### src/rtl/rom_access_arb_pkg.sv
// Shared constants and types for the ROM access arbiter: ROM geometry, owner ids, FSM states.
package rom_access_arb_pkg;

  localparam int ROM_ADDR_W  = 11;
  localparam int ROM_DEPTH   = 1 << ROM_ADDR_W;
  localparam int WORD_DATA_W = 32;

  localparam logic ROM_ARB_OWNER_M0 = 1'b0;
  localparam logic ROM_ARB_OWNER_M1 = 1'b1;

  typedef enum logic {
    ROM_ARB_ST_IDLE = 1'b0,
    ROM_ARB_ST_READ = 1'b1
  } rom_arb_st_e;

  function automatic logic [1:0] owner_onehot(input logic id);
    return (id == ROM_ARB_OWNER_M1) ? 2'b10 : 2'b01;
  endfunction

endpackage

### src/rtl/rom_access_arb_if.sv
// Bundle of both read-master handshakes plus the ROM address/data pins.
interface rom_access_arb_if
  import rom_access_arb_pkg::*;
#(
  parameter int ADDR_W = ROM_ADDR_W,
  parameter int DATA_W = WORD_DATA_W
) ();

  logic              m0_req;
  logic [ADDR_W-1:0] m0_addr;
  logic              m0_ack;
  logic [DATA_W-1:0] m0_rd_data;
  logic              m1_req;
  logic [ADDR_W-1:0] m1_addr;
  logic              m1_ack;
  logic [DATA_W-1:0] m1_rd_data;
  logic [ADDR_W-1:0] rom_addr;
  logic [DATA_W-1:0] rom_dout;

  modport slave (
    input  m0_req, m0_addr, m1_req, m1_addr, rom_dout,
    output m0_ack, m0_rd_data, m1_ack, m1_rd_data, rom_addr
  );

  modport master (
    output m0_req, m0_addr, m1_req, m1_addr, rom_dout,
    input  m0_ack, m0_rd_data, m1_ack, m1_rd_data, rom_addr
  );

endinterface

### src/rtl/rom_access_arb_rr_arb2.sv
// Two-input round-robin picker, purely combinational; on a tie the requester other than last wins.
module rom_access_arb_rr_arb2
  import rom_access_arb_pkg::*;
(
  input  logic [1:0] req,
  input  logic [1:0] mask,
  input  logic       last,
  output logic       grant_valid,
  output logic       grant_id
);

  logic [1:0] elig;

  assign elig = req & ~mask;

  always_comb begin
    grant_valid = |elig;
    grant_id    = ROM_ARB_OWNER_M0;
    case (elig)
      2'b01:   grant_id = ROM_ARB_OWNER_M0;
      2'b10:   grant_id = ROM_ARB_OWNER_M1;
      2'b11:   grant_id = ~last;
      default: grant_id = ROM_ARB_OWNER_M0;
    endcase
  end

endmodule

### src/rtl/rom_access_arb.sv
// Shares the 1-cycle registered ROM between two read masters, round-robin, one read in flight.
// Request seen in cycle N gets its ack in N+1; acks come from flops only.
module rom_access_arb
  import rom_access_arb_pkg::*;
#(
  parameter int ADDR_W = ROM_ADDR_W,
  parameter int DATA_W = WORD_DATA_W
) (
  input  logic            clk,
  input  logic            reset,
  rom_access_arb_if.slave bus
);

  rom_arb_st_e       state_q, state_d;
  logic              owner_q, owner_d;
  logic              rr_last_q, rr_last_d;
  logic              m0_ack_q, m0_ack_d;
  logic              m1_ack_q, m1_ack_d;
  logic [1:0]        mask;
  logic              grant_valid;
  logic              grant_id;
  logic              addr_sel;
  logic [ADDR_W-1:0] addr_mux;
  logic [DATA_W-1:0] rd_data;

  // The owner's request is consumed by this cycle's ack, so it cannot be granted again now.
  assign mask = (state_q == ROM_ARB_ST_READ) ? owner_onehot(owner_q) : 2'b00;

  rom_access_arb_rr_arb2 u_rr_arb2 (
    .req         ({bus.m1_req, bus.m0_req}),
    .mask        (mask),
    .last        (rr_last_q),
    .grant_valid (grant_valid),
    .grant_id    (grant_id)
  );

  always_comb begin
    state_d   = ROM_ARB_ST_IDLE;
    owner_d   = owner_q;
    rr_last_d = rr_last_q;
    m0_ack_d  = 1'b0;
    m1_ack_d  = 1'b0;
    if (grant_valid) begin
      state_d   = ROM_ARB_ST_READ;
      owner_d   = grant_id;
      rr_last_d = grant_id;
      m0_ack_d  = (grant_id == ROM_ARB_OWNER_M0);
      m1_ack_d  = (grant_id == ROM_ARB_OWNER_M1);
    end
  end

  always_ff @(posedge clk or negedge reset) begin
    if (!reset) begin
      state_q   <= ROM_ARB_ST_IDLE;
      owner_q   <= ROM_ARB_OWNER_M0;
      rr_last_q <= ROM_ARB_OWNER_M1;
      m0_ack_q  <= 1'b0;
      m1_ack_q  <= 1'b0;
    end else begin
      state_q   <= state_d;
      owner_q   <= owner_d;
      rr_last_q <= rr_last_d;
      m0_ack_q  <= m0_ack_d;
      m1_ack_q  <= m1_ack_d;
    end
  end

  // With no grant the select stays on the last owner, so the ROM address is never X.
  assign addr_sel = grant_valid ? grant_id : owner_q;
  assign addr_mux = (addr_sel == ROM_ARB_OWNER_M1) ? bus.m1_addr : bus.m0_addr;

  assign bus.rom_addr   = addr_mux;
  assign rd_data        = bus.rom_dout;
  assign bus.m0_rd_data = rd_data;
  assign bus.m1_rd_data = rd_data;
  assign bus.m0_ack     = m0_ack_q;
  assign bus.m1_ack     = m1_ack_q;

endmodule

### src/flat_wrapper.sv
// flat-port wrapper written by rule: the top's interface ports become plain ports
module rom_access_arb_flat import rom_access_arb_pkg::*;
#(
  parameter int ADDR_W = ROM_ADDR_W,
  parameter int DATA_W = WORD_DATA_W
)
  (clk, reset, bus_m0_req, bus_m0_addr, bus_m1_req, bus_m1_addr, bus_rom_dout, bus_m0_ack, bus_m0_rd_data, bus_m1_ack, bus_m1_rd_data, bus_rom_addr);
  rom_access_arb_if #(.ADDR_W(ADDR_W), .DATA_W(DATA_W)) bus_i ();
  input  logic clk;
  input  logic reset;
  input wire logic [$bits(bus_i.m0_req)-1:0] bus_m0_req;
  input wire logic [$bits(bus_i.m0_addr)-1:0] bus_m0_addr;
  input wire logic [$bits(bus_i.m1_req)-1:0] bus_m1_req;
  input wire logic [$bits(bus_i.m1_addr)-1:0] bus_m1_addr;
  input wire logic [$bits(bus_i.rom_dout)-1:0] bus_rom_dout;
  output wire logic [$bits(bus_i.m0_ack)-1:0] bus_m0_ack;
  output wire logic [$bits(bus_i.m0_rd_data)-1:0] bus_m0_rd_data;
  output wire logic [$bits(bus_i.m1_ack)-1:0] bus_m1_ack;
  output wire logic [$bits(bus_i.m1_rd_data)-1:0] bus_m1_rd_data;
  output wire logic [$bits(bus_i.rom_addr)-1:0] bus_rom_addr;
  assign bus_i.m0_req = bus_m0_req;
  assign bus_i.m0_addr = bus_m0_addr;
  assign bus_i.m1_req = bus_m1_req;
  assign bus_i.m1_addr = bus_m1_addr;
  assign bus_i.rom_dout = bus_rom_dout;
  assign bus_m0_ack = bus_i.m0_ack;
  assign bus_m0_rd_data = bus_i.m0_rd_data;
  assign bus_m1_ack = bus_i.m1_ack;
  assign bus_m1_rd_data = bus_i.m1_rd_data;
  assign bus_rom_addr = bus_i.rom_addr;
  rom_access_arb #(.ADDR_W(ADDR_W), .DATA_W(DATA_W)) u_core (.clk(clk), .reset(reset), .bus(bus_i));
endmodule
### config.mk
export PLATFORM = sky130hd
export DESIGN_NAME = rom_access_arb_flat
export DESIGN_NICKNAME = d
export VERILOG_FILES = /design/src/rtl/rom_access_arb_pkg.sv /design/src/rtl/rom_access_arb_if.sv /design/src/rtl/rom_access_arb_rr_arb2.sv /design/src/rtl/rom_access_arb.sv /design/src/flat_wrapper.sv
export SDC_FILE = /design/constraint.sdc
export NUM_CORES = 1
export LEC_CHECK = 0
export CORE_MARGIN = 2
export CORE_UTILIZATION = 20
export DETAILED_ROUTE_END_ITERATION = 16
export PLACE_DENSITY = 0.85
export RECOVER_POWER = 50
export SLEW_MARGIN = 30
export SYNTH_ARGS = -nofsm -noshare
export SYNTH_HDL_FRONTEND = slang
export SYNTH_SLANG_ARGS = --single-unit
### constraint.sdc
create_clock -name clk -period 1.5 [get_ports clk]
set_input_delay 0.3 -clock clk [delete_from_list [all_inputs] [get_ports clk]]
set_output_delay 0.3 -clock clk [all_outputs]
set_load 0.02 [all_outputs]
==> impl_metrics.yaml, run 1 <==
cts:
  h-tree-depth: 1
  numClockSinks: 5
  clockRootBuffer: "clkbuf_8"
  cts_buffer_depth: 2
  path_clk_slew_ns: 0.03
  cts_tree: "built"
  hold_buffers: 0
  insertion_delay_ns: 0.22
  cts_made_buffers: 3
status:
  status: "finished, violations left"
  violations: "setup timing"
logic_synthesis:
  syn_nets: 153
  synth_cells: 95
  synth_area_per_cell_sq_um: 8.85
  yosysSeqAreaShare_pct: 15.0
  synth_area_sq_um: 841
  synth_warnings: 0
  ys_seq_elements: 5
  yosysUniqueCellTypes: 15
floorplanning:
  rows: 23
  fp.dieW_um: 68.8
  fp.coreArea_sq_um: 4030
  io_pins: 135
  die-area_sq_um: 4740
  fp.dieH_um: 68.8
  start_util_pct: 20.9
worst_hold_path:
  hold_path_class: "in2async"
critical_path:
  worstRegToRegCells: 5
  ff2ff_setup_slack_ns: 0.23
  crit_type: "reg2out"
  start_kind: "flop"
  critical_path.cell_chain: "mux2i_4, o22ai_4, buf_12, mux2_4, buf_6"
  worstPathMaxFanout: 6
  critPathBufInv: 2
  cp.arrival_ns: 1.70
  path_delay_family: "flip-flops"
  cp_num_cells: 5
  reg2reg_from: "u_core.rr_last_q$_DFFE_PN1N_"
  cpPeakStageDelay_ns: 0.55
  cpMaxStageDelayCell: "dfstp_2"
  end_kind: "output pin"
  crit_required_ns: 1.20
global_route:
  grt_max_degree: 7
  grtUsageTotal_pct: 7.33
  grt_pass1_vias: 525
  grt_first_pass_wirelength_um: 2450
  gr-total-overflow: 0
  antenna_found_initial: 0
sta:
  finalCritPeriodShare_pct: 133
  maxSlewHeadroom_pct: 84.2
  rsz0062_at_grt: "yes"
  finalMaxSlewViolations: 0
  finalSetupViolCount: 11
  fin_hold_ws_ns: 0.377
  finClkSkew_ns: 0.000817
  min_period_ns: 2.00
  setup_ws_ns: -0.496
  clock.fmax_mhz: 501
  hold_viol: 0
  worst-slew-pin-transition_ns: 0.236
route:
  wirelength_um: 1770
  routed_via_density: 3.65
  firstDrtPassIters: 2
  wl_per_cell_um: 13.4
  drtAntennaViolNets: 0
  drt-initial-drc-count: 9
  via_count: 482
  drc: 0
finish:
  fillers: 434
  syn2layout_area_growth_pct: 20.2
  drive_gt1_share_pct: 50.0
  diodes: 0
  nNetsFinal: 141
  design_area_sq_um: 1010
  multi_input_area_sq_um: 273
  seq_area_sq_um: 126
place:
  gp_congestion: 0.711
  pre_cts_ws_ns: -1.05
  portBuffers: 38
  placed_area_sq_um: 883
  place_hpwl_um: 1330
power:
  ir_worst_vdd_mv: 0.278
  p_leak_nw: 0.454
  power_density_nw_per_um2: 1040
job:
  cap_violations: 0
-- power breakdown --
| part | internal (mW) | leakage (nW) | switching (mW) | total [mW] |
|---|---|---|---|---|
| Combinational | 0.379 | 0.373 | 0.226 | 0.605 |
| Clock | 0.182 | 0.0228 | 0.0605 | 0.242 |
| Sequential | 0.177 | 0.0582 | 0.0298 | 0.207 |
| Total | 0.738 | 0.454 | 0.316 | 1.05 |
-- per-layer routing --
metal / vias to the layer above / share of wire [%] / global-route usage (%) / wire, um
li1: 214 / - / - / -
met1: 197 / 28 / 6.45 / 495
met2: 56 / 52 / 11.4 / 919
met3: 15 / 16 / 5.03 / 275
met4: 0 / 4.4 / 6.13 / 77
met5: - / 0 / 0 / 0
-- stage by stage --
step	utilization, %	cells	total power, mW	setup TNS, ns
4_1_cts	25.1	132	1.07	-5.84
6_report	25.1	132	1.05	-5.39
5_1_grt	25.1	132	1.12	-5.98
3_5_place_dp	21.9	124	0.697	-11.32
2_1_floorplan	-	95	0.711	-1.05
3_3_place_gp	21.9	124	0.691	-11.39
-- layout by cell type, fill, tap and decap left out, types with 2 or more instances in the layout --
cell type and count:
a21bo_2 2, a21oi_1 2, buf_12 2, buf_4 8, buf_6 11, clkbuf_8 3, clkdlybuf4s50_1 25, dfrtp_1 4
inv_1 3, mux2_4 11
-- layout make-up --
class | instances | share of cell area [%]
clock buffer | 4 | 4.46
inverter | 3 | 1.11
multi-input combinational | 22 | 27.0
sequential | 5 | 12.5
tap | 50 | 6.19
timing repair buffer | 48 | 48.8
-- cells by family after synthesis --
logic type	Yosys count	synth area share (%)
buffers and inverters	68	59.8
multiplexers	12	15.9
AND/OR/NAND/NOR	2	1.94
flip-flops	5	15.0
AO/OA/AOI/OAI	8	7.29
-- timing repair --
action | CTS | global route
pin swaps | 1 | 1
endpoints found under the setup margin | 11 | 11
endpoints found under the hold margin | 0 | 0
cloned | 1 | 0
gates resized for setup | 69 | 4
buffers inserted | 3 | 1
-- how the worst max path moves through the flow --
stage                             to                    startpoint  slack (ns)
floorplan            bus_rom_addr[0]  u_core.rr_last_q$_DFFE_PN1N_       -0.12
global placement     bus_rom_addr[9]                    bus_m0_req       -1.05
detailed placement  bus_rom_addr[10]                    bus_m0_req       -1.05
CTS                  bus_rom_addr[0]  u_core.rr_last_q$_DFFE_PN1N_       -0.57
global route        bus_rom_addr[10]  u_core.rr_last_q$_DFFE_PN1N_       -0.55
finish              bus_rom_addr[10]  u_core.rr_last_q$_DFFE_PN1N_       -0.50
-- synth_stat cells, drive strengths merged --
library cell	count	area share [%]
or2b	1	0.89
dfrtp	4	12
o21ai	1	0.59
mux2i	1	1.2
a21oi	2	1.2
buf	65	58
a21bo	2	2.4
a211oi	1	0.89
and2b	1	1.0
inv	3	1.3
dfstp	1	3.1
mux2	11	15
o22ai	1	1.5
a31oi	1	0.74
Note: power is estimated with default switching activity, not from simulation.
==> run 2: changes to the inputs <==
--- a/config.mk
+++ b/config.mk
@@ -5,11 +5,14 @@
 export SDC_FILE = /design/constraint.sdc
 export NUM_CORES = 1
 export LEC_CHECK = 0
+export CAP_MARGIN = 20
 export CORE_MARGIN = 2
 export CORE_UTILIZATION = 20
+export CTS_BUF_LIST = sky130_fd_sc_hd__clkbuf_16
 export DETAILED_ROUTE_END_ITERATION = 16
 export PLACE_DENSITY = 0.85
 export RECOVER_POWER = 50
+export SKIP_LAST_GASP = 1
 export SLEW_MARGIN = 30
 export SYNTH_ARGS = -nofsm -noshare
 export SYNTH_HDL_FRONTEND = slang
==> impl_metrics.yaml, run 2 (same netlist as run 1, synthesis figures left out) <==
floorplanning:
  die-area_sq_um: 4740
  fp.dieH_um: 68.8
  start_util_pct: 20.9
  fp.coreArea_sq_um: 4030
  rows: 23
  io_pins: 135
  fp.dieW_um: 68.8
sta:
  finalSetupViolCount: 11
  finalMaxSlewViolations: 0
  maxSlewHeadroom_pct: 84.2
  clock.fmax_mhz: 500
  hold_viol: 0
  rsz0062_at_grt: "yes"
  worst-slew-pin-transition_ns: 0.236
  finalCritPeriodShare_pct: 133
  finClkSkew_ns: 0.00114
  min_period_ns: 2.00
  setup_ws_ns: -0.501
critical_path:
  reg2reg_from: "u_core.rr_last_q$_DFFE_PN1N_"
  crit_end: "bus_rom_addr[10]"
  crit_required_ns: 1.20
  crit_start: "u_core.rr_last_q$_DFFE_PN1N_"
  end_kind: "output pin"
  ff2ff_setup_slack_ns: 0.23
  worstRegToRegCells: 5
  worstPathMaxFanout: 6
  cp.arrival_ns: 1.70
  crit_type: "reg2out"
  start_kind: "flop"
power:
  power.switching_uw: 332
  p_leak_nw: 0.474
  swShare_pct: 26.9
  power_density_nw_per_um2: 1180
  p_comb_share_pct: 49.2
  pwr-share-clk_pct: 34.1
  intPower_uw: 900
  ir_worst_vdd_mv: 0.335
  seqPwrFrac_pct: 16.8
route:
  drc: 0
  wirelength_um: 1770
  wl_per_cell_um: 13.4
  drtAntennaViolNets: 0
  drt-initial-drc-count: 3
  routed_via_density: 3.68
  firstDrtPassIters: 2
  via_count: 486
finish:
  nNetsFinal: 141
  drive_gt1_share_pct: 50.0
  seq_area_sq_um: 126
  mostFrequentLayoutCell: "clkdlybuf4s50_1"
  diodes: 0
  final_cell_mix: "clkdlybuf4s50_1, mux2_4, buf_6"
  design_area_sq_um: 1040
  multi_input_area_sq_um: 273
  fillers: 433
  syn2layout_area_growth_pct: 24.3
cts:
  cts_buffer_depth: 2
  h-tree-depth: 1
  insertion_delay_ns: 0.22
  hold_buffers: 0
  clockRootBuffer: "clkbuf_16"
  path_clk_slew_ns: 0.03
  cts_made_buffers: 3
  numClockSinks: 5
  cts_tree: "built"
place:
  placed_area_sq_um: 883
  gp_congestion: 0.711
  portBuffers: 38
  place_hpwl_um: 1330
  pre_cts_ws_ns: -1.05
status:
  status: "finished, violations left"
  violations: "setup timing"
global_route:
  grt_pass1_vias: 520
  grtUsageTotal_pct: 7.09
  met2_usage_pct: 11.3
  use_met3_pct: 5.03
  antenna_found_initial: 0
  gr-total-overflow: 0
  met1_usage_pct: 6.45
  busiest_layer: "met2"
  grt_max_degree: 7
  grt_first_pass_wirelength_um: 2430
job:
  cap_violations: 0
worst_hold_path:
  hold_path_class: "in2async"
## run 2: layout make-up
| type | count | area share (%) |
|---|---|---|
| Tap cell | 50 | 5.99 |
| Sequential cell | 5 | 12.1 |
| Clock buffer | 3 | 7.19 |
| Timing Repair Buffer | 48 | 47.2 |
| Clock inverter | 1 | 0.359 |
| Multi-Input combinational cell | 22 | 26.1 |
| Inverter | 3 | 1.08 |
## run 2: worst min path at each step
stage | end | slack (ns)
6_report | u_core.bus.m0_ack$_DFF_PN0_ | 0.37
4_1_cts | u_core.bus.m1_ack$_DFF_PN0_ | 0.31
2_1_floorplan | asynchronous set/reset pin | 0.004
3_5_place_dp | u_core.bus.m1_ack$_DFF_PN0_ | 0.54
3_3_place_gp | u_core.bus.m1_ack$_DFF_PN0_ | 0.53
5_1_grt | u_core.bus.m0_ack$_DFF_PN0_ | 0.38
## run 2: power by group through the flow
| stage | clock network (mW) | logic (mW) | registers, mW |
|---|---|---|---|
| detailed placement | 0 | 0.499 | 0.198 |
| floorplan | 0 | 0.500 | 0.210 |
| CTS | 0.431 | 0.614 | 0.200 |
| global placement | 0 | 0.495 | 0.196 |
| finish | 0.420 | 0.606 | 0.207 |
| global route | 0.444 | 0.649 | 0.212 |
## run 2: through the flow
step                      setup TNS, ns  power, mW  hold WS (ns)  instances  utilization (%)
after CTS                         -5.86       1.24         0.306        132             26.0
after floorplan                   -1.05      0.711       0.00441         95                -
after detailed placement         -11.32      0.697         0.541        124             21.9
after global routing              -6.00       1.30         0.379        132             25.9
final                             -5.44       1.23         0.373        132             25.9
after global placement           -11.39      0.691         0.534        124             21.9
## run 2: repair_timing
item / in CTS / in global routing
gates cloned: 1 / 0
buffers inserted: 3 / 1
setup endpoints to repair: 11 / 11
resized for setup: 69 / 4
pin swaps: 1 / 1
## run 2: layer usage
layer	share of wire [%]	up-vias	wire length, um
met5	0	-	0
met4	4.4	0	77
met3	16	15	278
met2	52	56	916
met1	28	200	493
li1	-	215	-
## run 2: critical path, cell delays in order (launching register included)
cell and delay (ns):
dfstp_2 0.55, mux2i_4 0.08, o22ai_4 0.24, buf_12 0.17, mux2_4 0.30, buf_6 0.13
